`config.mk`:
```
export PLATFORM = sky130hd
export DESIGN_NAME = m_bridge_ctrl_flat
export DESIGN_NICKNAME = d
export VERILOG_FILES = /design/src/rtl/m_bridge_ctrl_pkg.sv /design/src/rtl/m_bridge_ctrl_if.sv /design/src/rtl/m_addr_decode.sv /design/src/rtl/m_bridge_ctrl.sv /design/src/flat_wrapper.sv
export SDC_FILE = /design/constraint.sdc
export NUM_CORES = 1
export LEC_CHECK = 0
export ABC_AREA = 1
export BUFFER_PORTS_ARGS = -buffer_cell sky130_fd_sc_hd__buf_2
export CORE_AREA = 2 2 190 192
export DETAILED_ROUTE_END_ITERATION = 7
export DIE_AREA = 0 0 192 194
export GPL_ROUTABILITY_DRIVEN = 0
export GPL_TIMING_DRIVEN = 0
export PLACE_DENSITY_LB_ADDON = 0.12
export SYNTH_ARGS = -nofsm -noshare
export SYNTH_HDL_FRONTEND = slang
export SYNTH_SLANG_ARGS = --single-unit
```
`constraint.sdc`:
```
create_clock -name clk -period 3.4 [get_ports clk]
set_input_delay 0 -clock clk [delete_from_list [all_inputs] [get_ports clk]]
set_output_delay 0 -clock clk [all_outputs]
set_load 0.05 [all_outputs]
```
`src/rtl/m_bridge_ctrl_pkg.sv`:
```
// Shared constants for the memory-stage bus bridge: address windows,
// target select encoding and controller state encoding.
package m_bridge_ctrl_pkg;

  localparam logic [31:0] DM_START_DEF  = 32'h0000_0000;
  localparam logic [31:0] DM_END_DEF    = 32'h0000_2FFF;
  localparam logic [31:0] TC0_START_DEF = 32'h0000_7F00;
  localparam logic [31:0] TC0_END_DEF   = 32'h0000_7F0B;
  localparam logic [31:0] TC1_START_DEF = 32'h0000_7F10;
  localparam logic [31:0] TC1_END_DEF   = 32'h0000_7F1B;

  typedef enum logic [1:0] {
    SEL_NONE = 2'd0,
    SEL_DM   = 2'd1,
    SEL_TC0  = 2'd2,
    SEL_TC1  = 2'd3
  } sel_e;

  typedef enum logic [1:0] {
    IDLE    = 2'd0,
    P_ISSUE = 2'd1,
    P_RESP  = 2'd2
  } state_e;

  function automatic logic is_timer(input sel_e s);
    return (s == SEL_TC0) || (s == SEL_TC1);
  endfunction

endpackage

```
`src/rtl/m_bridge_ctrl_if.sv`:
```
// Bus bundle between the pipeline/debug masters, the bridge and its targets.
interface m_bridge_ctrl_if;
  logic        cpu_req;
  logic        cpu_we;
  logic [31:0] cpu_addr;
  logic [3:0]  cpu_byteen;
  logic [31:0] cpu_wdata;
  logic        cpu_exc;
  logic        cpu_stall;
  logic [31:0] cpu_rdata;

  logic        dbg_req;
  logic        dbg_we;
  logic [31:0] dbg_addr;
  logic [31:0] dbg_wdata;
  logic        dbg_gnt;
  logic        dbg_rvalid;
  logic [31:0] dbg_rdata;

  logic [31:0] dm_addr;
  logic [3:0]  dm_byteen;
  logic [31:0] dm_wdata;
  logic [31:0] dm_rdata;

  logic [29:0] tc0_addr;
  logic        tc0_we;
  logic [31:0] tc0_wdata;
  logic [31:0] tc0_rdata;
  logic [29:0] tc1_addr;
  logic        tc1_we;
  logic [31:0] tc1_wdata;
  logic [31:0] tc1_rdata;

  modport slave (
    input  cpu_req, cpu_we, cpu_addr, cpu_byteen, cpu_wdata, cpu_exc,
    output cpu_stall, cpu_rdata,
    input  dbg_req, dbg_we, dbg_addr, dbg_wdata,
    output dbg_gnt, dbg_rvalid, dbg_rdata,
    output dm_addr, dm_byteen, dm_wdata,
    input  dm_rdata,
    output tc0_addr, tc0_we, tc0_wdata,
    input  tc0_rdata,
    output tc1_addr, tc1_we, tc1_wdata,
    input  tc1_rdata
  );

  modport master (
    output cpu_req, cpu_we, cpu_addr, cpu_byteen, cpu_wdata, cpu_exc,
    input  cpu_stall, cpu_rdata,
    output dbg_req, dbg_we, dbg_addr, dbg_wdata,
    input  dbg_gnt, dbg_rvalid, dbg_rdata,
    input  dm_addr, dm_byteen, dm_wdata,
    output dm_rdata,
    input  tc0_addr, tc0_we, tc0_wdata,
    output tc0_rdata,
    input  tc1_addr, tc1_we, tc1_wdata,
    output tc1_rdata
  );
endinterface

```
`src/rtl/m_addr_decode.sv`:
```
// Pure combinational byte-address to target select, inclusive window compare.
module m_addr_decode
  import m_bridge_ctrl_pkg::*;
#(
  parameter logic [31:0] DM_START  = DM_START_DEF,
  parameter logic [31:0] DM_END    = DM_END_DEF,
  parameter logic [31:0] TC0_START = TC0_START_DEF,
  parameter logic [31:0] TC0_END   = TC0_END_DEF,
  parameter logic [31:0] TC1_START = TC1_START_DEF,
  parameter logic [31:0] TC1_END   = TC1_END_DEF
) (
  input  logic [31:0] addr_i,
  output sel_e        sel_o
);

  always_comb begin
    sel_o = SEL_NONE;
    if (addr_i >= DM_START && addr_i <= DM_END)
      sel_o = SEL_DM;
    else if (addr_i >= TC0_START && addr_i <= TC0_END)
      sel_o = SEL_TC0;
    else if (addr_i >= TC1_START && addr_i <= TC1_END)
      sel_o = SEL_TC1;
  end

endmodule

```
`src/rtl/m_bridge_ctrl.sv`:
```
// Memory-stage bus controller: zero-wait DM accesses, two-stall timer
// sequence, and a low-priority debug master sharing the DM port.
module m_bridge_ctrl
  import m_bridge_ctrl_pkg::*;
#(
  parameter logic [31:0] DM_START  = DM_START_DEF,
  parameter logic [31:0] DM_END    = DM_END_DEF,
  parameter logic [31:0] TC0_START = TC0_START_DEF,
  parameter logic [31:0] TC0_END   = TC0_END_DEF,
  parameter logic [31:0] TC1_START = TC1_START_DEF,
  parameter logic [31:0] TC1_END   = TC1_END_DEF
) (
  input  logic            clk,
  input  logic            reset,
  m_bridge_ctrl_if.slave  bus
);

  state_e      state_q, state_d;
  sel_e        cpu_sel, dbg_sel;
  sel_e        sel_q;
  logic [29:0] addr_q;
  logic        we_q;
  logic [31:0] wdata_q;
  logic [31:0] resp_q;
  logic [31:0] dbg_rdata_q;
  logic        dbg_rvalid_q;
  logic        cpu_live;
  logic        dbg_gnt;

  m_addr_decode #(
    .DM_START (DM_START),  .DM_END (DM_END),
    .TC0_START(TC0_START), .TC0_END(TC0_END),
    .TC1_START(TC1_START), .TC1_END(TC1_END)
  ) u_cpu_dec (
    .addr_i(bus.cpu_addr),
    .sel_o (cpu_sel)
  );

  m_addr_decode #(
    .DM_START (DM_START),  .DM_END (DM_END),
    .TC0_START(TC0_START), .TC0_END(TC0_END),
    .TC1_START(TC1_START), .TC1_END(TC1_END)
  ) u_dbg_dec (
    .addr_i(bus.dbg_addr),
    .sel_o (dbg_sel)
  );

  // An excepting request is treated as if no request were present at all.
  assign cpu_live = bus.cpu_req && !bus.cpu_exc;

  always_ff @(posedge clk) begin
    if (reset) state_q <= IDLE;
    else       state_q <= state_d;
  end

  always_comb begin
    state_d = state_q;
    unique case (state_q)
      IDLE:    if (cpu_live && is_timer(cpu_sel)) state_d = P_ISSUE;
      P_ISSUE: state_d = P_RESP;
      P_RESP:  state_d = IDLE;
      default: state_d = IDLE;
    endcase
  end

  always_ff @(posedge clk) begin
    if (reset) begin
      sel_q        <= SEL_NONE;
      addr_q       <= '0;
      we_q         <= 1'b0;
      wdata_q      <= '0;
      resp_q       <= '0;
      dbg_rdata_q  <= '0;
      dbg_rvalid_q <= 1'b0;
    end else begin
      if (state_q == IDLE && cpu_live && is_timer(cpu_sel)) begin
        sel_q   <= cpu_sel;
        addr_q  <= bus.cpu_addr[31:2];
        we_q    <= bus.cpu_we;
        wdata_q <= bus.cpu_wdata;
      end
      if (state_q == P_ISSUE)
        resp_q <= (sel_q == SEL_TC0) ? bus.tc0_rdata : bus.tc1_rdata;
      dbg_rvalid_q <= dbg_gnt && !bus.dbg_we;
      if (dbg_gnt && !bus.dbg_we)
        dbg_rdata_q <= (dbg_sel == SEL_DM) ? bus.dm_rdata : '0;
    end
  end

  always_comb begin
    dbg_gnt       = 1'b0;
    bus.cpu_stall = 1'b0;
    bus.cpu_rdata = '0;
    bus.dm_addr   = bus.cpu_addr;
    bus.dm_byteen = '0;
    bus.dm_wdata  = bus.cpu_wdata;
    bus.tc0_addr  = addr_q;
    bus.tc0_we    = 1'b0;
    bus.tc0_wdata = wdata_q;
    bus.tc1_addr  = addr_q;
    bus.tc1_we    = 1'b0;
    bus.tc1_wdata = wdata_q;
    unique case (state_q)
      IDLE: begin
        if (cpu_live) begin
          if (cpu_sel == SEL_DM) begin
            bus.dm_byteen = bus.cpu_we ? bus.cpu_byteen : 4'h0;
            bus.cpu_rdata = bus.dm_rdata;
          end else if (is_timer(cpu_sel)) begin
            bus.cpu_stall = 1'b1;
          end
        end else if (bus.dbg_req) begin
          dbg_gnt = 1'b1;
          if (dbg_sel == SEL_DM) begin
            bus.dm_addr   = bus.dbg_addr;
            bus.dm_wdata  = bus.dbg_wdata;
            bus.dm_byteen = bus.dbg_we ? 4'hF : 4'h0;
          end
        end
      end
      P_ISSUE: begin
        bus.cpu_stall = 1'b1;
        bus.tc0_we    = (sel_q == SEL_TC0) && we_q;
        bus.tc1_we    = (sel_q == SEL_TC1) && we_q;
      end
      P_RESP:  bus.cpu_rdata = resp_q;
      default: ;
    endcase
    // Reset overrides every strobe so an in-flight timer write is dropped.
    if (reset) begin
      dbg_gnt       = 1'b0;
      bus.cpu_stall = 1'b0;
      bus.dm_byteen = '0;
      bus.tc0_we    = 1'b0;
      bus.tc1_we    = 1'b0;
    end
  end

  assign bus.dbg_gnt    = dbg_gnt;
  assign bus.dbg_rvalid = dbg_rvalid_q;
  assign bus.dbg_rdata  = dbg_rdata_q;

endmodule

```
`src/flat_wrapper.sv`:
```
// flat-port wrapper written by rule: the top's interface ports become plain ports
module m_bridge_ctrl_flat import m_bridge_ctrl_pkg::*;
#(
  parameter logic [31:0] DM_START  = DM_START_DEF,
  parameter logic [31:0] DM_END    = DM_END_DEF,
  parameter logic [31:0] TC0_START = TC0_START_DEF,
  parameter logic [31:0] TC0_END   = TC0_END_DEF,
  parameter logic [31:0] TC1_START = TC1_START_DEF,
  parameter logic [31:0] TC1_END   = TC1_END_DEF
)
  (clk, reset, bus_cpu_req, bus_cpu_we, bus_cpu_addr, bus_cpu_byteen, bus_cpu_wdata, bus_cpu_exc, bus_cpu_stall, bus_cpu_rdata, bus_dbg_req, bus_dbg_we, bus_dbg_addr, bus_dbg_wdata, bus_dbg_gnt, bus_dbg_rvalid, bus_dbg_rdata, bus_dm_addr, bus_dm_byteen, bus_dm_wdata, bus_dm_rdata, bus_tc0_addr, bus_tc0_we, bus_tc0_wdata, bus_tc0_rdata, bus_tc1_addr, bus_tc1_we, bus_tc1_wdata, bus_tc1_rdata);
  m_bridge_ctrl_if bus_i ();
  input  logic clk;
  input  logic reset;
  input wire logic [$bits(bus_i.cpu_req)-1:0] bus_cpu_req;
  input wire logic [$bits(bus_i.cpu_we)-1:0] bus_cpu_we;
  input wire logic [$bits(bus_i.cpu_addr)-1:0] bus_cpu_addr;
  input wire logic [$bits(bus_i.cpu_byteen)-1:0] bus_cpu_byteen;
  input wire logic [$bits(bus_i.cpu_wdata)-1:0] bus_cpu_wdata;
  input wire logic [$bits(bus_i.cpu_exc)-1:0] bus_cpu_exc;
  output wire logic [$bits(bus_i.cpu_stall)-1:0] bus_cpu_stall;
  output wire logic [$bits(bus_i.cpu_rdata)-1:0] bus_cpu_rdata;
  input wire logic [$bits(bus_i.dbg_req)-1:0] bus_dbg_req;
  input wire logic [$bits(bus_i.dbg_we)-1:0] bus_dbg_we;
  input wire logic [$bits(bus_i.dbg_addr)-1:0] bus_dbg_addr;
  input wire logic [$bits(bus_i.dbg_wdata)-1:0] bus_dbg_wdata;
  output wire logic [$bits(bus_i.dbg_gnt)-1:0] bus_dbg_gnt;
  output wire logic [$bits(bus_i.dbg_rvalid)-1:0] bus_dbg_rvalid;
  output wire logic [$bits(bus_i.dbg_rdata)-1:0] bus_dbg_rdata;
  output wire logic [$bits(bus_i.dm_addr)-1:0] bus_dm_addr;
  output wire logic [$bits(bus_i.dm_byteen)-1:0] bus_dm_byteen;
  output wire logic [$bits(bus_i.dm_wdata)-1:0] bus_dm_wdata;
  input wire logic [$bits(bus_i.dm_rdata)-1:0] bus_dm_rdata;
  output wire logic [$bits(bus_i.tc0_addr)-1:0] bus_tc0_addr;
  output wire logic [$bits(bus_i.tc0_we)-1:0] bus_tc0_we;
  output wire logic [$bits(bus_i.tc0_wdata)-1:0] bus_tc0_wdata;
  input wire logic [$bits(bus_i.tc0_rdata)-1:0] bus_tc0_rdata;
  output wire logic [$bits(bus_i.tc1_addr)-1:0] bus_tc1_addr;
  output wire logic [$bits(bus_i.tc1_we)-1:0] bus_tc1_we;
  output wire logic [$bits(bus_i.tc1_wdata)-1:0] bus_tc1_wdata;
  input wire logic [$bits(bus_i.tc1_rdata)-1:0] bus_tc1_rdata;
  assign bus_i.cpu_req = bus_cpu_req;
  assign bus_i.cpu_we = bus_cpu_we;
  assign bus_i.cpu_addr = bus_cpu_addr;
  assign bus_i.cpu_byteen = bus_cpu_byteen;
  assign bus_i.cpu_wdata = bus_cpu_wdata;
  assign bus_i.cpu_exc = bus_cpu_exc;
  assign bus_cpu_stall = bus_i.cpu_stall;
  assign bus_cpu_rdata = bus_i.cpu_rdata;
  assign bus_i.dbg_req = bus_dbg_req;
  assign bus_i.dbg_we = bus_dbg_we;
  assign bus_i.dbg_addr = bus_dbg_addr;
  assign bus_i.dbg_wdata = bus_dbg_wdata;
  assign bus_dbg_gnt = bus_i.dbg_gnt;
  assign bus_dbg_rvalid = bus_i.dbg_rvalid;
  assign bus_dbg_rdata = bus_i.dbg_rdata;
  assign bus_dm_addr = bus_i.dm_addr;
  assign bus_dm_byteen = bus_i.dm_byteen;
  assign bus_dm_wdata = bus_i.dm_wdata;
  assign bus_i.dm_rdata = bus_dm_rdata;
  assign bus_tc0_addr = bus_i.tc0_addr;
  assign bus_tc0_we = bus_i.tc0_we;
  assign bus_tc0_wdata = bus_i.tc0_wdata;
  assign bus_i.tc0_rdata = bus_tc0_rdata;
  assign bus_tc1_addr = bus_i.tc1_addr;
  assign bus_tc1_we = bus_i.tc1_we;
  assign bus_tc1_wdata = bus_i.tc1_wdata;
  assign bus_i.tc1_rdata = bus_tc1_rdata;
  m_bridge_ctrl #(.DM_START(DM_START), .DM_END(DM_END), .TC0_START(TC0_START), .TC0_END(TC0_END), .TC1_START(TC1_START), .TC1_END(TC1_END)) u_core (.clk(clk), .reset(reset), .bus(bus_i));
endmodule
```
==> results.sh <==
export IMPL_status="finished, final reports clean"
export IMPL_holdPathEnd="u_core.resp_q[0]"
export IMPL_yosys_area_top_type="dfxtp_1"
export IMPL_via_per_inst=4.21
export IMPL_critPathKind="in -> reg"
export IMPL_finalCritPeriodShare=0.726
export IMPL_r2r_start="u_core.sel_q[1]"
export IMPL_ys_ff_latch=132
export IMPL_critPathArrivalTime_ns=2.83
export IMPL_fp_dieW_um=192
export IMPL_grt_first_pass_wirelength_um=55700
export IMPL_whs_path_depth=5
export IMPL_final_setup_skew_ns=0.0110
export IMPL_yosys_warnings=0
export IMPL_worstMarginPinSlew_ns=0.793
export IMPL_io_buffers=495
export IMPL_final_core_util=0.344
export IMPL_dp_slack_ns=1.30
export IMPL_power_density_nw_per_um2=355
export IMPL_firstDrtPassIters=5
export IMPL_synthCells=1084
export IMPL_drt_total_wl_um=38000
export IMPL_hold_viol=0
export IMPL_drv_slew=0
export IMPL_postRouteAntennaNets=0
export IMPL_final_common_cell="buf_2"
export IMPL_grt_overflow_total=0
export IMPL_rsz0062_at_grt="no"
export IMPL_r2r_cells=9
export IMPL_max_slew_margin=0.472
export IMPL_place_area_sq_um=10100
export IMPL_r2r_setup_slack_ns=1.05
export IMPL_clock_latency_ns=0.42
export IMPL_drtIter0Drc=465
export IMPL_post_drt_wl_per_cell_um=17.2
export IMPL_worstHoldPathType="in -> reg"
export IMPL_cts_root_buf="clkbuf_16"
export IMPL_nets=1964
export IMPL_post_place_cells=2040
export IMPL_hold_path_startpoint="bus_tc1_rdata[0]"
export IMPL_yosysTopAreaCellShare=0.373
export IMPL_cts_buffers=17
export IMPL_rows=69
export IMPL_setup_tns_ns=0
export IMPL_track_usage=0.199
export IMPL_vias=9269
export IMPL_syn_area_sq_um=7080
export IMPL_cts_tree="done"
export IMPL_grt_pass1_vias=9415
export IMPL_fp_dieH_um=194
export IMPL_synth_fp_nets=1319
export IMPL_clockBufferDepth=2
export IMPL_post_cts_buffers=0
export IMPL_synth_area_leaders="dfxtp_1 (37%), nand2_1 (15%), nand3_1 (9.4%)"
export IMPL_final_area_sq_um=12100
export IMPL_endpoint_kind="flip-flop"
export IMPL_core_area_sq_um=35200
export IMPL_drive_gt1_frac=0.369
export IMPL_clk_pin_slew_ns=0.06
export IMPL_grt_max_degree=17
export IMPL_clock_sinks=132
export IMPL_cts_resized=0
export IMPL_finalSetupViolCount=0
export IMPL_rr_endpoint="u_core.resp_q[14]"
export IMPL_ios=496
export IMPL_h_tree_depth=4
export IMPL_areaGrowthSynthToFinish_pct=71.1
export IMPL_peakVddDrop_mv=0.300
export IMPL_ys_seq_area_frac=0.373
export IMPL_drv_cap=0
export IMPL_layout_cells_non_filler=2204
export IMPL_crit_path_max_fanout=10
export IMPL_p_leak_nw=6.63
export IMPL_antenna_found_initial=1
export IMPL_critPathLaunchType="input port"
export IMPL_synth_cell_type_count=27
export IMPL_fmax_ghz=0.405
export IMPL_avgSynthCellArea_sq_um=6.54
export IMPL_finalPower_mw=4.30
export IMPL_period_minus_slack_ns=2.47
export IMPL_finalWorstSetupSlack_ns=0.933
export IMPL_place_hpwl_um=30700
export IMPL_drc=0
export IMPL_whs_ns=0.00519
export IMPL_final_cell_mix="buf_2 (519), nand2_1 (281), nand3_1 (133), dfxtp_1 (132), dlygate4sd3_1 (131)"
export IMPL_initial_core_util=0.201
export IMPL_dieArea_sq_um=37200
export IMPL_critPathRequiredTime_ns=3.76
-- worst max path at each step --
stage,from,to,slack [ns],cells past startpoint
final,reset,u_core.resp_q[30],0.93,8
after global routing,reset,u_core.resp_q[30],0.59,8
after CTS,reset,u_core.resp_q[26],0.76,8
after detailed placement,u_core.state_q[1],u_core.bus.dbg_rdata[30],1.30,8
after global placement,u_core.state_q[1],u_core.bus.dbg_rdata[26],1.32,8
after floorplan,u_core.state_q[1],bus_dm_addr[12],1.33,7
-- kinds of logic after synthesis --
group                  synth area share
AO/OA/AOI/OAI                     0.137
buffers and inverters             0.175
flip-flops                        0.373
AND/OR/NAND/NOR                   0.315
-- flip-flops by register name, summed over array words and instances, names as in the netlist --
name,count
u_core.bus.dbg_rdata,32
u_core.bus.dbg_rvalid,1
u_core.bus.tc0_addr,30
u_core.bus.tc0_wdata,32
u_core.resp_q,32
u_core.sel_q,2
u_core.state_q,2
u_core.we_q,1
-- layout make-up --
cell class | count | area, sq um
timing repair buffer | 626 | 3790
fill | 3923 | 23100
sequential | 132 | 2640
antenna | 1 | 2.50
multi-input combinational | 706 | 3200
tap | 461 | 577
clock inverter | 14 | 226
inverter | 110 | 413
clock buffer | 18 | 439
buffer | 136 | 826
-- critical path, cell delays in order --
cell and delay (ns):
dlygate4sd3_1 0.55, buf_2 0.19, inv_1 0.09, clkbuf_1 0.61
clkbuf_1 0.48, o21ai_0 0.19, a31oi_1 0.16, dlygate4sd3_1 0.56
-- what timing repair did --
| action | CTS | global route |
|---|---|---|
| hold buffers | 131 | 0 |
| setup endpoints to repair | 0 | 0 |
| endpoints found under the hold margin | 97 | 0 |
-- synth_stat cells --
cell	instances
o21ai_0	50
nor2_1	92
buf_2	24
nor2_4	4
and3b_1	1
inv_1	104
buf_1	2
o211ai_1	9
nand3_1	133
nor2_2	1
nand2_1	281
o21ai_1	17
buf_6	2
clkbuf_1	36
nand3b_4	1
a21oi_1	82
inv_2	6
nor4_1	1
dfxtp_1	132
buf_4	72
nor3_1	4
nand2_4	1
a31oi_1	23
a21oi_4	1
nor4_4	1
nand2_2	2
or2_1	2
-- per-layer routing --
layer,routed length (um),vias up,global-route usage
met1,15500,4197,0.229
met5,7,-,0
met3,2440,39,0.0422
met4,867,2,0.0605
li1,-,4697,-
met2,19100,334,0.366
-- power breakdown --
part           switching (mW)  leakage [nW]  total [mW]  internal (mW)
clock                   0.807         0.317        2.14           1.33
sequential          0.0000657          1.06        1.55           1.55
combinational           0.372          5.25       0.612          0.240
No activity file was read; power rests on OpenSTA's default activity.
